**src/rtl/fpu_op_track_pipe.sv**
```systemverilog
// rtl/fpu_op_track_pipe.sv - per-port op descriptor delay line with stall, flush, tag query and in-flight count
module fpu_op_track_pipe #(
   parameter int NPORT   = 3,
   parameter int DEPTH   = 3,
   parameter int OPW     = 21,
   parameter int TAGW    = 9,
   parameter int ADD_BIT = 10,
   parameter int CW      = $clog2(NPORT*DEPTH+1)
) (
   input  logic                  clk,
   input  logic                  rst,
   input  logic                  stall,
   input  logic                  flush,
   input  logic [NPORT-1:0]      iss_vld,
   input  logic [NPORT*OPW-1:0]  iss_op,
   input  logic [NPORT-1:0]      iss_xsub,
   input  logic [NPORT*TAGW-1:0] iss_tag,
   output logic [NPORT-1:0]      out_vld,
   output logic [NPORT*OPW-1:0]  out_op,
   output logic [NPORT-1:0]      out_xsub,
   output logic [NPORT*TAGW-1:0] out_tag,
   output logic [NPORT-1:0]      add_done,
   input  logic [TAGW-1:0]       qry_tag,
   output logic                  qry_hit,
   output logic [CW-1:0]         inflight
);

   // Index 0 is stage 1; index DEPTH-1 is the final stage driving out_*.
   logic [DEPTH-1:0][NPORT-1:0]      vld_q;
   logic [DEPTH-1:0][NPORT*OPW-1:0]  op_q;
   logic [DEPTH-1:0][NPORT-1:0]      xsub_q;
   logic [DEPTH-1:0][NPORT*TAGW-1:0] tag_q;
   logic [CW-1:0]                    cnt_q;
   logic [CW-1:0]                    iss_cnt;
   logic [CW-1:0]                    ret_cnt;
   logic                             advance;

   // Flush overrides stall: the line shifts so data fields keep moving, only valids die.
   assign advance = flush | ~stall;

   always_comb begin
      iss_cnt = '0;
      ret_cnt = '0;
      for (int p = 0; p < NPORT; p++) begin
         iss_cnt = iss_cnt + CW'(iss_vld[p]);
         ret_cnt = ret_cnt + CW'(vld_q[DEPTH-1][p]);
      end
   end

   always_ff @(posedge clk or posedge rst) begin
      if (rst) begin
         vld_q  <= '0;
         op_q   <= '0;
         xsub_q <= '0;
         tag_q  <= '0;
         cnt_q  <= '0;
      end else if (advance) begin
         vld_q[0]  <= flush ? '0 : iss_vld;
         op_q[0]   <= iss_op;
         xsub_q[0] <= iss_xsub;
         tag_q[0]  <= iss_tag;
         for (int s = 1; s < DEPTH; s++) begin
            vld_q[s]  <= flush ? '0 : vld_q[s-1];
            op_q[s]   <= op_q[s-1];
            xsub_q[s] <= xsub_q[s-1];
            tag_q[s]  <= tag_q[s-1];
         end
         cnt_q <= flush ? '0 : cnt_q + iss_cnt - ret_cnt;
      end
   end

   assign out_vld  = vld_q[DEPTH-1];
   assign out_op   = op_q[DEPTH-1];
   assign out_xsub = xsub_q[DEPTH-1];
   assign out_tag  = tag_q[DEPTH-1];
   assign inflight = cnt_q;

   always_comb begin
      add_done = '0;
      for (int p = 0; p < NPORT; p++) begin
         add_done[p] = out_vld[p] & out_op[p*OPW+ADD_BIT] & ~out_xsub[p];
      end
   end

   // Looks only at registered stages; an entry on the issue inputs is not yet in flight.
   always_comb begin
      qry_hit = 1'b0;
      for (int s = 0; s < DEPTH; s++) begin
         for (int p = 0; p < NPORT; p++) begin
            if (vld_q[s][p] && (tag_q[s][p*TAGW +: TAGW] == qry_tag)) begin
               qry_hit = 1'b1;
            end
         end
      end
   end

endmodule

```
**config.mk**
```make
export PLATFORM = sky130hd
export DESIGN_NAME = fpu_op_track_pipe
export DESIGN_NICKNAME = d
export VERILOG_FILES = /design/src/rtl/fpu_op_track_pipe.sv
export SDC_FILE = /design/constraint.sdc
export NUM_CORES = 1
export LEC_CHECK = 0
export CAP_MARGIN = 10
export CORE_ASPECT_RATIO = 1.2
export CORE_MARGIN = 4
export CORE_UTILIZATION = 58
export CTS_BUF_LIST = sky130_fd_sc_hd__clkbuf_16
export CTS_CLUSTER_DIAMETER = 150
export CTS_CLUSTER_SIZE = 25
export DETAILED_ROUTE_END_ITERATION = 16
export HOLD_SLACK_MARGIN = 0.1
export PLACE_DENSITY = 0.89
export SETUP_SLACK_MARGIN = 0.1
export SLEW_MARGIN = 5
export SYNTH_ARGS = -nofsm -noshare
export SYNTH_HDL_FRONTEND = slang
export SYNTH_SLANG_ARGS = --single-unit
```
**constraint.sdc**
```tcl
create_clock -name clk -period 24.9 [get_ports clk]
set_input_delay 4.98 -clock clk [delete_from_list [all_inputs] [get_ports clk]]
set_output_delay 4.98 -clock clk [all_outputs]
set_load 0.05 [all_outputs]
```
==> impl_results.md <==
* Final Wtd Congestion at 0.856
* First-pass GRT wire length at 41400 um
* Vias in the first global route at 7380
* Leading cell types in the layout, fill and taps excluded: dfrtp_1 (292), clkdlybuf4s50_1 (212), mux2_4 (200)
* Post-synthesis net count at 998
* Post-Layout Cell Count at 1291
* Reg2reg start: out_vld[1]
* CTS Buf Count at 15
* Setup Viol. Count Final at 0
* Status: completed
* Register area share after synthesis at 53.6%
* Reg2Reg Depth at 10
* XOR/XNOR share of the synthesized area at 5.33%
* Lkg Pwr at 0.00719 uW
* RSZ-0062 raised after global routing: false
* Avg WL per Cell at 20.4 um
* Post-route ant nets at 0
* FP Rows at 61
* CTS H-tree lvls at 1
* Final Max Slew Viols at 0
* Final Cycle Share at 50.4%
* Main combinational cell family by area after synthesis: multiplexers
* Cells after Synth at 881
* R2r setup slk at 21.86 ns
* Core area at 23100 um2
* Die area at 26000 um2
* Cell count after placement at 1275
* CP startpoint kind: input pin
* Worst Slack Setup Final at 12.36 ns
* Max Freq at 0.0798 GHz
* Mux cell area share after synthesis at 29.4%
* Total GRT Usage at 20.0%
* Fillers at 1586
* IO Port Bufs at 212
* Worst Setup Path Type: in -> out
* # resized after CTS at 0
* Top-Level Pins at 213
* Core Util, Final at 67.0%
* Drt pass-1 iters at 5
* CTS tree: yes
* Max-slew headroom at 14.8%
* Pre-CTS worst setup slack at 12.39 ns
* DRT iter0 DRCs at 248
* Setup Skew at 0.0135 ns
* Compound-cell area share of the yosys netlist at 0.349%
* Hold Vio Cnt, Final at 0
* Share of cells above drive strength 1 at 31.1%
* Worst-Margin Slew at 1.28 ns
* Clock transition at path regs at 0.09 ns
* Maximum vdd drop at 0.0000548 V
* WL final at 26300 um
* Setup TNS after final layout at 0 ns
* Synth Area in Simple Gates at 1.90%
* Chip width at 148 um
* HP Class: reg -> reg
* Yosys cell types at 26
* N_diodes at 0
* GR Overflow Total at 0
* Initial Utilization at 59.0%
* CP Capture Type: output pin
* Vias post-DR at 6803
* Commonest non-fill, non-tap cell in the layout: dfrtp_1
* Worst-path fanout max at 9
* Final min period at 12.54 ns
* PD cells at 72.6 nW/um2
* Die Y at 176 um
* CTS max path bufs at 3
* Max_cap viols at 0
* Sink Count at 292
* Synthesis Warnings at 0
* Hold wc startpoint: xsub_q[4]
* Required @ worst endpoint at 19.92 ns
* Post-Syn Area per Cell at 15.5 um2
* Flops & latches, synth at 292
* Clk_lat worst skew at 0.49 ns
* Setup bufs post-CTS at 0
* Critical Path AT at 7.56 ns
* DP HPWL at 18500 um
* Fin Hold WS at 0.511 ns
* CTS hold repair buffers at 0
* Adder and majority gate portion of the synthesized area at 0.954%
* Vias per cell at 5.27
* Area delta synth->final at 13.6%
* Number of remaining DRC errors at 0
* Worst reg2reg path endpoint: inflight[3]
* Largest net degree at the start of global routing at 183
* Hold Crit Depth at 1
* Clock Tree Root: clkbuf_16
* Antenna violations before repair at 2
* Worst hold endpoint: out_xsub[1]
* Post-Syn Area at 13600 um2
* Final nets at 1094
==> state kept, by name, indices dropped and copies added (netlist names) <==
register  flops
inflight      4
op_q        126
out_op       63
out_tag      27
out_vld       3
out_xsub      3
tag_q        54
vld_q         6
xsub_q        6
==> how the worst max path moves through the flow <==
| stage | start | end | slack (ns) |
|---|---|---|---|
| 6_report | qry_tag[1] | qry_hit | 12.36 |
| 4_1_cts | qry_tag[7] | qry_hit | 12.38 |
| 3_5_place_dp | qry_tag[7] | qry_hit | 12.39 |
| 3_3_place_gp | qry_tag[7] | qry_hit | 12.43 |
| 5_1_grt | qry_tag[1] | qry_hit | 12.21 |
| 2_1_floorplan | rst | inflight[0] | 11.86 |
==> area by class of cell <==
class                   count  area (um2)  area share (%)
inverters                  12        52.6           0.339
repair buffers            218        2180            14.1
flip-flops and latches    292        7310            47.2
well taps                 315         394            2.54
multi-input cells         438        5170            33.4
clock buffers              15         375            2.42
clock inverters             1        8.76          0.0565
==> cells in the mapped netlist (all sizes together) <==
| master | number | share of area (%) |
|---|---|---|
| dfrtp | 292 | 54 |
| mux2 | 279 | 29 |
| buf | 138 | 8.2 |
| xor2 | 69 | 4.4 |
| nor4 | 17 | 0.78 |
| nor2 | 16 | 0.44 |
| xnor2 | 14 | 0.90 |
| inv | 12 | 0.33 |
| mux2i | 11 | 0.81 |
| nand4 | 9 | 0.41 |
| nand2 | 5 | 0.14 |
| fa | 4 | 0.59 |
| ha | 4 | 0.37 |
| a21oi | 2 | 0.10 |
| o21ai | 2 | 0.073 |
| a211oi | 1 | 0.055 |
| a21o | 1 | 0.055 |
| a41oi | 1 | 0.064 |
| clkbuf | 1 | 0.027 |
| nand2b | 1 | 0.046 |
| nand3 | 1 | 0.037 |
| or3 | 1 | 0.046 |
==> cells by family (layout without fill, tap and decap cells) <==
kind of cell,after synthesis,in the layout
DFF,292,292
muxes,290,290
buffers and inverters,151,246
xor gates and xnor gates,83,83
and+or+nand+nor,50,50
adders and majority gates,8,8
AOI/OAI and AO/OA,7,7
==> critical path: stages <==
cell and delay, ns:
clkdlybuf4s50_1 0.75, xor2_1 0.30, nor4_1 0.32, nand4_1 0.12, o21ai_0 0.09, a41oi_1 0.06, nand2_1 0.11, clkdlybuf4s50_1 0.81
==> routing by layer <==
| metal | track usage, % | vias up | share of wire, % | routed length (um) |
|---|---|---|---|---|
| met5 | 0 | - | 0.095 | 25 |
| met4 | 6.16 | 4 | 3.1 | 827 |
| met3 | 3.47 | 51 | 4.8 | 1270 |
| met2 | 34.9 | 169 | 51 | 13400 |
| met1 | 25.6 | 3491 | 41 | 10800 |
| li1 | - | 3088 | - | - |
==> power breakdown <==
part	switching, uW	internal (uW)
sequential	44.8	529
clock	142	109
combinational	158	142
==> per-stage QoR <==
stage               instance area (um2)  total power [uW]
CTS                               15500              1140
finish                            15500              1130
floorplan                         13600               819
detailed placement                15100               884
global route                      15500              1170
global placement                  15100               875
Note: power is estimated with default switching activity, not from simulation.
